===== src/rtl/prio_pkg.sv =====
// Shared types, mode constants and popcount helper for the draining priority encoder.
package prio_pkg;

  typedef enum logic {
    IDLE = 1'b0,
    BUSY = 1'b1
  } state_e;

  localparam logic MODE_FIXED = 1'b0;
  localparam logic MODE_RR    = 1'b1;

  // Vectors wider than 64 bits are not supported by this helper.
  localparam int unsigned POP_W = 64;

  function automatic int unsigned popcount(input logic [POP_W-1:0] v);
    int unsigned c;
    c = 0;
    for (int unsigned i = 0; i < POP_W; i++) begin
      c = c + 32'(v[i]);
    end
    return c;
  endfunction

endpackage


===== src/rtl/prio_lsb_enc.sv =====
// Combinational lowest-set-bit encoder: idx is the lowest set index of vec, found=|vec.
module prio_lsb_enc #(
  parameter  int unsigned N = 8,
  localparam int unsigned W = $clog2(N)
) (
  input  logic [N-1:0] vec,
  output logic [W-1:0] idx,
  output logic         found
);

  always_comb begin
    idx   = '0;
    found = 1'b0;
    for (int unsigned i = 0; i < N; i++) begin
      if (vec[i] && !found) begin
        idx   = W'(i);
        found = 1'b1;
      end
    end
  end

endmodule


===== src/rtl/prio_encoder_drain.sv =====
// Captures a request vector and emits the code of every set bit, one per handshake beat,
// in fixed-priority or round-robin order; all outputs come straight from flops.
module prio_encoder_drain
  import prio_pkg::*;
#(
  parameter  int unsigned N = 8,
  localparam int unsigned W = $clog2(N)
) (
  input  logic         clk,
  input  logic         rst,
  input  logic         mode,
  input  logic [N-1:0] req,
  input  logic         req_valid,
  output logic         req_ready,
  output logic         out_valid,
  input  logic         out_ready,
  output logic [W-1:0] code,
  output logic         any,
  output logic         last,
  output logic [W:0]   remaining
);

  state_e       state_q, state_d;
  logic [N-1:0] pend_q, pend_d;
  logic         mode_q, mode_d;
  logic [W-1:0] ptr_q, ptr_d;

  logic         req_ready_q, req_ready_d;
  logic         out_valid_q, out_valid_d;
  logic [W-1:0] code_q, code_d;
  logic         any_q, any_d;
  logic         last_q, last_d;
  logic [W:0]   rem_q, rem_d;

  logic [N-1:0] rr_mask;
  logic [N-1:0] masked_vec;
  logic [W-1:0] m_idx, u_idx;
  logic         m_found, u_found;

  // Next-state: accept in IDLE, retire the currently presented beat in BUSY.
  always_comb begin
    state_d = state_q;
    pend_d  = pend_q;
    mode_d  = mode_q;
    ptr_d   = ptr_q;
    case (state_q)
      IDLE: begin
        if (req_valid) begin
          pend_d  = req;
          mode_d  = mode;
          state_d = BUSY;
        end
      end
      BUSY: begin
        if (out_ready) begin
          if (any_q) begin
            pend_d = pend_q & ~(N'(1) << code_q);
            if (mode_q == MODE_RR) begin
              ptr_d = (code_q == W'(N - 1)) ? '0 : code_q + W'(1);
            end
          end
          if (last_q) begin
            state_d = IDLE;
          end
        end
      end
      default: state_d = IDLE;
    endcase
  end

  // Selection runs on next-state values so the presented beat can be registered.
  always_comb begin
    rr_mask = '0;
    for (int unsigned i = 0; i < N; i++) begin
      rr_mask[i] = (i >= 32'(ptr_d));
    end
  end

  assign masked_vec = pend_d & rr_mask;

  prio_lsb_enc #(.N(N)) u_enc_masked (
    .vec   (masked_vec),
    .idx   (m_idx),
    .found (m_found)
  );

  prio_lsb_enc #(.N(N)) u_enc_full (
    .vec   (pend_d),
    .idx   (u_idx),
    .found (u_found)
  );

  always_comb begin
    req_ready_d = 1'b1;
    out_valid_d = 1'b0;
    code_d      = '0;
    any_d       = 1'b0;
    last_d      = 1'b0;
    rem_d       = '0;
    if (state_d == BUSY) begin
      req_ready_d = 1'b0;
      out_valid_d = 1'b1;
      code_d      = (mode_d == MODE_RR && m_found) ? m_idx : u_idx;
      any_d       = u_found;
      rem_d       = (W+1)'(popcount(POP_W'(pend_d)));
      last_d      = (rem_d <= (W+1)'(1));
    end
  end

  always_ff @(posedge clk) begin
    if (rst) begin
      state_q     <= IDLE;
      pend_q      <= '0;
      mode_q      <= MODE_FIXED;
      ptr_q       <= '0;
      req_ready_q <= 1'b1;
      out_valid_q <= 1'b0;
      code_q      <= '0;
      any_q       <= 1'b0;
      last_q      <= 1'b0;
      rem_q       <= '0;
    end else begin
      state_q     <= state_d;
      pend_q      <= pend_d;
      mode_q      <= mode_d;
      ptr_q       <= ptr_d;
      req_ready_q <= req_ready_d;
      out_valid_q <= out_valid_d;
      code_q      <= code_d;
      any_q       <= any_d;
      last_q      <= last_d;
      rem_q       <= rem_d;
    end
  end

  assign req_ready = req_ready_q;
  assign out_valid = out_valid_q;
  assign code      = code_q;
  assign any       = any_q;
  assign last      = last_q;
  assign remaining = rem_q;

endmodule


===== config.mk =====
export PLATFORM = sky130hd
export DESIGN_NAME = prio_encoder_drain
export DESIGN_NICKNAME = d
export VERILOG_FILES = /design/src/rtl/prio_pkg.sv /design/src/rtl/prio_lsb_enc.sv /design/src/rtl/prio_encoder_drain.sv
export SDC_FILE = /design/constraint.sdc
export NUM_CORES = 1
export LEC_CHECK = 0
export CAP_MARGIN = 20
export CELL_PAD_IN_SITES_DETAIL_PLACEMENT = 1
export CELL_PAD_IN_SITES_GLOBAL_PLACEMENT = 1
export CORE_MARGIN = 2
export CORE_UTILIZATION = 25
export CTS_BUF_LIST = sky130_fd_sc_hd__clkbuf_4 sky130_fd_sc_hd__clkbuf_8
export DETAILED_ROUTE_END_ITERATION = 12
export PLACE_DENSITY = 0.6
export SYNTH_ARGS = -nofsm -noshare
export SYNTH_HDL_FRONTEND = slang
export SYNTH_SLANG_ARGS = --single-unit

===== constraint.sdc =====
create_clock -name clk -period 5.1 [get_ports clk]
set_input_delay 0.765 -clock clk [delete_from_list [all_inputs] [get_ports clk]]
set_output_delay 0.765 -clock clk [all_outputs]
set_load 0.02 [all_outputs]

==> results of run 1 <==
[state kept, by name, indices dropped and copies added (netlist names)]
register   cells
mode_q         1
ptr_q          3
code           3
last           1
req_ready      1
pend_q         8
any            1
remaining      4
state_q        1
[routing by layer]
metal  wire length (µm)  vias to the layer above
met1               2010                      620
met2               2150                       20
met5                  0                        -
li1                   -                      632
met3                 96                        2
met4                 39                        0
[power groups by stage]
stage | sequential (mW) | combinational [mW] | clock [mW]
6_report | 0.216 | 0.228 | 0.123
4_1_cts | 0.217 | 0.230 | 0.126
2_1_floorplan | 0.236 | 0.129 | 0
3_5_place_dp | 0.221 | 0.229 | 0
3_3_place_gp | 0.221 | 0.227 | 0
5_1_grt | 0.219 | 0.253 | 0.133
[worst max-delay path, cell delays in order]
cell	delay, ps
clkdlybuf4s50_1	560
and2b_1	400
nand2_1	150
o21a_1	210
fa_1	570
fa_1	430
fa_1	490
inv_1	40
ha_1	200
fa_1	420
nand3_1	100
o21ai_0	90
nand2_1	70
nor2_1	40
[cell usage in the layout, fill, tap and decap left out, drive strengths merged, types with 2 or more instances in the layout]
cell type and instances:
nand4 3, o21ai 6, or3b 4, o21a 2
nor2 21, dfxtp 23, clkbuf 3, fa 4
and2 4, a31oi 2, mux2 3, nor2b 2
nand4b 2, nand3 3, ha 11, o221ai 3
a21oi 4, o22ai 3, nand2b 2, nand2 11
mux2i 4, clkdlybuf4s50 23, buf 2, inv 15
a311oi 4, a221oi 2, and3 5
[logic make-up (layout without fill, tap and decap cells)]
kind of cell / Yosys count / in the layout / share of synthesized area
xor+xnor: 1 / 1 / 0.00590
mux: 7 / 7 / 0.0497
buf+inv: 20 / 45 / 0.0582
fa+ha+maj: 15 / 15 / 0.147
flops: 23 / 23 / 0.310
compound gates: 34 / 34 / 0.197
simple gates: 63 / 63 / 0.232
[layout make-up]
class	count	area, µm²	share of cell area
clock buffer	3	41.3	0.0224
clock inverter	1	7.51	0.00407
inverter	16	60.1	0.0325
multi-input combinational	120	937	0.508
sequential	23	460	0.249
tap	75	93.8	0.0508
timing repair buffer	25	245	0.133
[metrics by stage]
stage / setup WS, ps / area [µm²]
floorplan: 1220 / 1480
global placement: 539 / 1800
detailed placement: 447 / 1800
CTS: 739 / 1850
global route: 550 / 1850
finish: 740 / 1850
[worst paths after layout]
path / start / to / cells after the start
min reg2reg: ptr_q[1]$_SDFF_PP0_ / ptr_q[1]$_SDFF_PP0_ / 2
max: req_valid / last$_SDFF_PP0_ / 14
min: ptr_q[1]$_SDFF_PP0_ / ptr_q[1]$_SDFF_PP0_ / 2
max reg2reg: state_q$_SDFF_PP0_ / last$_SDFF_PP0_ / 12
==> impl_results.md, run 1 <==
* Post-route ant nets at 0
* Clk Tree Root Cell: clkbuf_8
* Status: finished clean
* H-tree levels at 1
* Final nets at 217
* Post-Syn Nets at 191
* Final core utilization at 0.317
* Top Usage Layer GRT: met2
* Diodes inserted at 0
* Worst-path fanout max at 9
* Top cells by count, synth: 23 x dfxtp_1, 20 x nor2_1, 14 x inv_1
* TritonRoute pass-1 iters at 4
* Final cell count without fillers at 263
* Synth unique cells at 53
* Dpl hpwl at 3480 µm
* Mapped Area at 1480 µm²
* Min cycle time layout at 4360 ps
* Num CTS Buffers at 3
* Setup TNS at 0 ps
* Detailed Route WL at 4290 µm
* YS warnings at 0
* Max Root-Sink Buffers at 2
* Antenna violations before repair at 0
* Placed cells at 259
* Number of core rows at 28
* Layout cells sized above 1 at 0.117
* Area leader, netlist: dfxtp_1
* Total gr overflow at 0
* Setup CP Type: in2reg
* Sequential area share after synthesis at 0.310
* Slew margin rel. at 0.637
* Hold Buf Count CTS at 0
* Die X at 81.0 µm
* R2R setup slack at 1250 ps
* GRT Util Overall at 0.137
* Met1 usage at 0.172
* Comb power frac at 0.402
* Placeable Area at 5820 µm²
* FF+latch count, synth at 23
* GPL Wtd Cong at 0.870
* Largest cells by area after synthesis: dfxtp_1 31%, ha_1 9.3%, fa_1 5.4%
* LEAKAGE at 0.756 nW
* Synth Flop Type: dfxtp_1
* Maximum vdd drop at 0.105 mV
* Syn_area_per_cell at 9.10 µm²
* Post-synth EDFFs at 0
* Crit path launch type: input pin
* CTS tree: built
* RSZ-0062 raised after global routing: no
* CP arrival at 4540 ps
* Via count at 1274
* Final Hold Viols at 0
* Required time worst endpoint at 5280 ps
* DRT iter0 DRCs at 67
* Wire per inst at 16.3 µm
* Sequential share of power at 0.381
* Pwr per Cell Area at 307 nW/µm²
* Synth Instances at 163
* Post-synth top area share at 0.310
* Min-Delay Path Class: reg2reg
* Fill cells at 710
* Routing usage on met3 at 0.0144
* Layout area overhead at 24.4%
* Net Sw Frac at 0.367
* CTS resizes at 0
* Clock power share at 0.217
* Fmax at 229 MHz
* Final Skew at 4.26 ps
* Min Hold Slack at 650 ps
* Number of I/O pins at 24
* Total die area at 6570 µm²
* Post CTS Setup Buffer Count at 0
* Die height at 81.0 µm
* Most frequent cell after synthesis: dfxtp_1
* Psw at 0.208 mW
* Clock sink count at 23
* Internal power at 0.359 mW
* Global-route wire length before repair at 6770 µm
* Starting density of the core at 0.255
* CP Capture Type: flop
* Largest net degree at the start of global routing at 15
* MaxCap Viol Count at 0
* Worst-path clk slew at 90 ps
* Met2 Resource Use GR at 0.246
* # setup viols final at 0
* Routed vias/inst at 4.84
* Vias in the first global route at 1297
* Period utilization at 0.855
* Final Total Pwr at 0.567 mW
* Fin. max-slew vios at 0
* DRC Markers at 0
* Worst slew pin tran at 542 ps
* Synth async-reset ratio at 0
* Clock latency on the worst-skew pair at 270 ps
* IO buf count at 23
No activity file was read; power rests on OpenSTA's default activity.
==> inputs of run 2 (changes only) <==
CORE_MARGIN = 5   (was 2)
==> impl_results.md, run 2 (synthesis gave the netlist of run 1 again) <==
* Starting density of the core at 0.254 (was 0.255)
* Reg2reg path depth at 12 (unchanged)
* Commonest non-fill, non-tap cells in the layout: 23 x dfxtp_1, 23 x clkdlybuf4s50_1, 20 x nor2_1 (unchanged)
* Worst-path clk slew at 90 ps (about the same)
* Post-route ant nets at 0 (unchanged)
* HP Start: pend_q[7]$_SDFF_PP0_ (was ptr_q[1]$_SDFF_PP0_)
* Largest net degree at the start of global routing at 15 (unchanged)
* CTS tree: built (unchanged)
* Die height at 87.0 µm (was 81.0 µm)
* Hold Buf Count CTS at 0 (unchanged)
* Period utilization at 0.846 (was 0.855)
* Hold EP: pend_q[7]$_SDFF_PP0_ (was ptr_q[1]$_SDFF_PP0_)
* Max Root-Sink Buffers at 2 (unchanged)
* Fmax at 232 MHz (was 229 MHz)
* Antenna violations before repair at 0 (unchanged)
* Clock sink count at 23 (unchanged)
* H-tree levels at 1 (unchanged)
* Crit path launch type: input pin (unchanged)
* Placeable Area at 5850 µm² (was 5820 µm²)
* Setup CP Type: in2reg (unchanged)
* Detailed Route WL at 4130 µm (was 4290 µm)
* Die X at 87.0 µm (was 81.0 µm)
* Required time worst endpoint at 5280 ps (about the same)
* R2r endpoint: last$_SDFF_PP0_ (unchanged)
* DRC Markers at 0 (unchanged)
* Min cycle time layout at 4310 ps (was 4360 ps)
* Global-route wire length before repair at 6930 µm (was 6770 µm)
* Number of core rows at 28 (unchanged)
* TritonRoute pass-1 iters at 4 (unchanged)
* IO buf count at 23 (unchanged)
* Final core utilization at 0.315 (was 0.317)
* Slew margin rel. at 0.639 (was 0.637)
* Setup TNS at 0 ps (unchanged)
* # setup viols final at 0 (unchanged)
* Vias in the first global route at 1356 (was 1297)
* Clk Tree Root Cell: clkbuf_8 (unchanged)
* Largest reg by FF count: pend_q (unchanged)
* Maximum vdd drop at 0.110 mV (was 0.105 mV)
* Via count at 1278 (was 1274)
* Final cell count without fillers at 263 (unchanged)
* Layout cells sized above 1 at 0.117 (unchanged)
* Wire per inst at 15.7 µm (was 16.3 µm)
* GPL Wtd Cong at 0.796 (was 0.870)
* Number of I/O pins at 24 (unchanged)
* Hold path cells at 3 (was 2)
* Total gr overflow at 0 (unchanged)
* Post CTS Setup Buffer Count at 0 (unchanged)
* GRT Util Overall at 0.119 (was 0.137)
* Placed cells at 259 (unchanged)
* R2R setup slack at 1280 ps (was 1250 ps)
* Status: finished clean (unchanged)
* RSZ-0062 raised after global routing: no (unchanged)
* Pre-CTS setup slack at 447 ps (about the same)
* Dpl hpwl at 3390 µm (was 3480 µm)
* Num CTS Buffers at 3 (unchanged)
* DP Area at 1800 µm² (unchanged)
* Diodes inserted at 0 (unchanged)
* MaxCap Viol Count at 0 (unchanged)
* LEAKAGE at 0.756 nW (unchanged)
* FF-to-FF Start: state_q$_SDFF_PP0_ (unchanged)
* Final Hold Viols at 0 (unchanged)
* Worst-path fanout max at 9 (unchanged)
* Final instance area at 1850 µm² (unchanged)
* CP arrival at 4500 ps (was 4540 ps)
* Final worst slack at 786 ps (was 740 ps)
* Total die area at 7580 µm² (was 6570 µm²)
* Clock latency on the worst-skew pair at 280 ps (was 270 ps)
* Pwr per Cell Area at 305 nW/µm² (was 307 nW/µm²)
* Number of flip-flops under the largest register name at 8 (unchanged)
* Layout area overhead at 24.4% (unchanged)
* DRT iter0 DRCs at 56 (was 67)
* Worst slew pin tran at 540 ps (was 542 ps)
* Final Skew at 5.42 ps (was 4.26 ps)
* CP Capture Type: flop (unchanged)
* Routed vias/inst at 4.86 (was 4.84)
* Min-Delay Path Class: reg2reg (unchanged)
* CTS resizes at 0 (unchanged)
* Fin. max-slew vios at 0 (unchanged)
* Final nets at 217 (unchanged)
[run 2: area by class of cell]
| class | count | area, µm² |
|---|---|---|
| fillers | 679 | 4010 |
| multi-input cells | 120 | 937 |
| repair buffers | 25 | 245 |
| clock buffers | 3 | 41.3 |
| well taps | 75 | 93.8 |
| clock inverters | 1 | 7.51 |
| inverters | 16 | 60.1 |
| flip-flops and latches | 23 | 460 |
[run 2: layer usage]
layer / vias up / routed length [µm] / global-route usage
met5: - / 0 / 0
met4: 0 / 70 / 0.0538
met3: 7 / 163 / 0.0161
met2: 24 / 2020 / 0.204
met1: 611 / 1870 / 0.148
li1: 636 / - / -
[run 2: where the power goes]
part	switching, mW	internal (mW)	leakage (nW)
logic	0.121	0.102	0.545
clock network	0.0678	0.0555	0.0217
registers	0.0158	0.201	0.189
total	0.205	0.358	0.756
[run 2: critical path, stage by stage]
cell and delay [ps]:
clkdlybuf4s50_1 560, and2b_1 390, nand2_1 140, o21a_1 200, fa_1 570, fa_1 430
fa_1 490, inv_1 40, ha_1 200, fa_1 420, nand3_1 100, o21ai_0 90
nand2_1 70, nor2_1 40
[run 2: how the worst max path moves through the flow]
stage / start / to / slack, ps / cells after the start
after global routing: req_valid / last$_SDFF_PP0_ / 590 / 13
final: req_valid / last$_SDFF_PP0_ / 790 / 14
after detailed placement: req_valid / last$_SDFF_PP0_ / 450 / 13
after global placement: req_valid / last$_SDFF_PP0_ / 530 / 14
after floorplan: req_valid / last$_SDFF_PP0_ / 1220 / 13
after CTS: req_valid / last$_SDFF_PP0_ / 750 / 13
[run 2: metrics by stage]
stage / hold WS, ps / power (mW)
floorplan: 543 / 0.365
detailed placement: 634 / 0.450
global route: 723 / 0.606
CTS: 660 / 0.574
finish: 655 / 0.563
global placement: 621 / 0.448
==> inputs of run 3 (changes only) <==
clock period = 4.2 ns   (was 5.1 ns; I/O delays follow)
==> impl_results.md, run 3 (synthesis gave the netlist of run 1 again) <==
* Wire per inst at 15.8 µm (was 15.7 µm)
* Starting density of the core at 0.254 (unchanged)
* H-tree levels at 1 (unchanged)
* Worst-path fanout max at 3 (was 9)
* Die height at 87.0 µm (unchanged)
* Final Skew at 3.46 ps (was 5.42 ps)
* Min-Delay Path Class: reg2reg (unchanged)
* CTS resizes at 0 (unchanged)
* Setup CP Type: in2reg (unchanged)
* Min cycle time layout at 3960 ps
* Final Hold Viols at 0 (unchanged)
* Global-route wire length before repair at 7150 µm (was 6930 µm)
* DRT iter0 DRCs at 32 (was 56)
* Final nets at 232 (was 217)
* CP arrival at 4130 ps (was 4500 ps)
* GRT Util Overall at 0.123 (was 0.119)
* Slew margin rel. at 0.650 (was 0.639)
* FF-to-FF Start: code[0]$_SDFF_PP0_ (was state_q$_SDFF_PP0_)
* IO buf count at 23 (unchanged)
* Period utilization at 0.942
* Layout cells sized above 1 at 0.182 (was 0.117)
* Diodes inserted at 0 (unchanged)
* Required time worst endpoint at 4380 ps (was 5280 ps)
* Layout area overhead at 32.0% (was 24.4%)
* Vias in the first global route at 1367 (was 1356)
* Post CTS Setup Buffer Count at 0 (unchanged)
* HP Start: ptr_q[1]$_SDFF_PP0_ (was pend_q[7]$_SDFF_PP0_)
* Hold Buf Count CTS at 0 (unchanged)
* Pre-CTS setup slack at -54.4 ps (was 447 ps)
* Critical Path Source: out_ready (was req_valid)
* Fmax at 253 MHz
* Placed cells at 274 (was 259)
* Number of I/O pins at 24 (unchanged)
* Final instance area at 1960 µm² (was 1850 µm²)
* Worst slew pin tran at 510 ps (was 540 ps)
* CP Capture Type: flop (unchanged)
* Maximum vdd drop at 0.136 mV (was 0.110 mV)
* Max Root-Sink Buffers at 2 (unchanged)
* Sequential share of power at 0.375 (was 0.385)
* Post-route ant nets at 0 (unchanged)
* # setup viols final at 0 (unchanged)
* Die X at 87.0 µm (unchanged)
* Antenna violations before repair at 0 (unchanged)
* Final Total Pwr at 0.701 mW (was 0.563 mW)
* Clock sink count at 23 (unchanged)
* MaxCap Viol Count at 0 (unchanged)
* Total die area at 7580 µm² (unchanged)
* Fin. max-slew vios at 0 (unchanged)
* Comb power frac at 0.416 (was 0.396)
* Pwr per Cell Area at 358 nW/µm² (was 305 nW/µm²)
* Number of flip-flops under the largest register name at 8 (unchanged)
* Min Hold Slack at 657 ps (was 655 ps)
* LEAKAGE at 0.827 nW (was 0.756 nW)
* Total gr overflow at 0 (unchanged)
* TritonRoute pass-1 iters at 4 (unchanged)
* Placeable Area at 5850 µm² (unchanged)
* Crit path launch type: input pin (unchanged)
* GPL Wtd Cong at 0.791 (was 0.796)
* Worst-path clk slew at 90 ps (about the same)
* Internal power at 0.448 mW (was 0.358 mW)
* Final worst slack at 245 ps (was 786 ps)
* Dpl hpwl at 3610 µm (was 3390 µm)
* Number of core rows at 28 (unchanged)
* Status: finished clean (unchanged)
* Clock latency on the worst-skew pair at 270 ps (was 280 ps)
* Final cell count without fillers at 278 (was 263)
* Largest net degree at the start of global routing at 15 (unchanged)
* DRC Markers at 0 (unchanged)
* Psw at 0.253 mW (was 0.205 mW)
* DP Area at 1910 µm² (was 1800 µm²)
* Detailed Route WL at 4400 µm (was 4130 µm)
* Via count at 1308 (was 1278)
* Clock power share at 0.209 (was 0.219)
* Commonest non-fill, non-tap cells in the layout: 23 x dfxtp_1, 23 x clkdlybuf4s50_1, 20 x nor2_1 (unchanged)
* Net Sw Frac at 0.361 (was 0.364)
* Num CTS Buffers at 3 (unchanged)
* Routed vias/inst at 4.71 (was 4.86)
* Largest reg by FF count: pend_q (unchanged)
* RSZ-0062 raised after global routing: no (unchanged)
* CTS tree: built (unchanged)
* Clk Tree Root Cell: clkbuf_8 (unchanged)
## run 3: cell count changes in the layout (fill, tap and decap cells not counted)
cell,before,now
buf_4,2,17
## run 3: final timing paths
check	to	slack, ps	cells after the start
max reg2reg	last$_SDFF_PP0_	430	14
min	ptr_q[1]$_SDFF_PP0_	660	2
max	last$_SDFF_PP0_	240	14
min reg2reg	ptr_q[1]$_SDFF_PP0_	660	2
## run 3: final cells by class
class	count	area [µm²]
clock inverters	1	7.51
inverters	16	60.1
well taps	75	93.8
clock buffers	3	41.3
repair buffers	40	358
multi-input cells	120	937
flip-flops and latches	23	460
fillers	697	3890
## run 3: critical path: stages
cell and delay [ps]:
clkdlybuf4s50_1 430, and3_1 210, and3_1 200, o21a_1 220, fa_1 560, fa_1 440, fa_1 490, inv_1 40
ha_1 200, fa_1 420, nand3_1 100, o21ai_0 80, nand2_1 70, nor2_1 40
## run 3: power by group through the flow
| stage | logic [mW] | registers [mW] | clock network [mW] |
|---|---|---|---|
| 2_1_floorplan | 0.157 | 0.286 | 0 |
| 3_3_place_gp | 0.295 | 0.268 | 0 |
| 3_5_place_dp | 0.295 | 0.268 | 0 |
| 4_1_cts | 0.298 | 0.263 | 0.154 |
| 5_1_grt | 0.322 | 0.267 | 0.159 |
| 6_report | 0.292 | 0.263 | 0.147 |
## run 3: metrics by stage
step	utilization	setup TNS, ps
6_report	0.335	0
5_1_grt	0.335	0
4_1_cts	0.335	0
3_5_place_dp	0.326	-54.4
3_3_place_gp	0.326	-61.4
2_1_floorplan	-	0
## run 3: routing by layer
metal | track usage | wire [µm] | vias up
met5 | 0 | 0 | -
met4 | 0.0482 | 44 | 0
met3 | 0.0132 | 112 | 4
met2 | 0.214 | 2150 | 18
li1 | - | - | 662
met1 | 0.156 | 2090 | 624
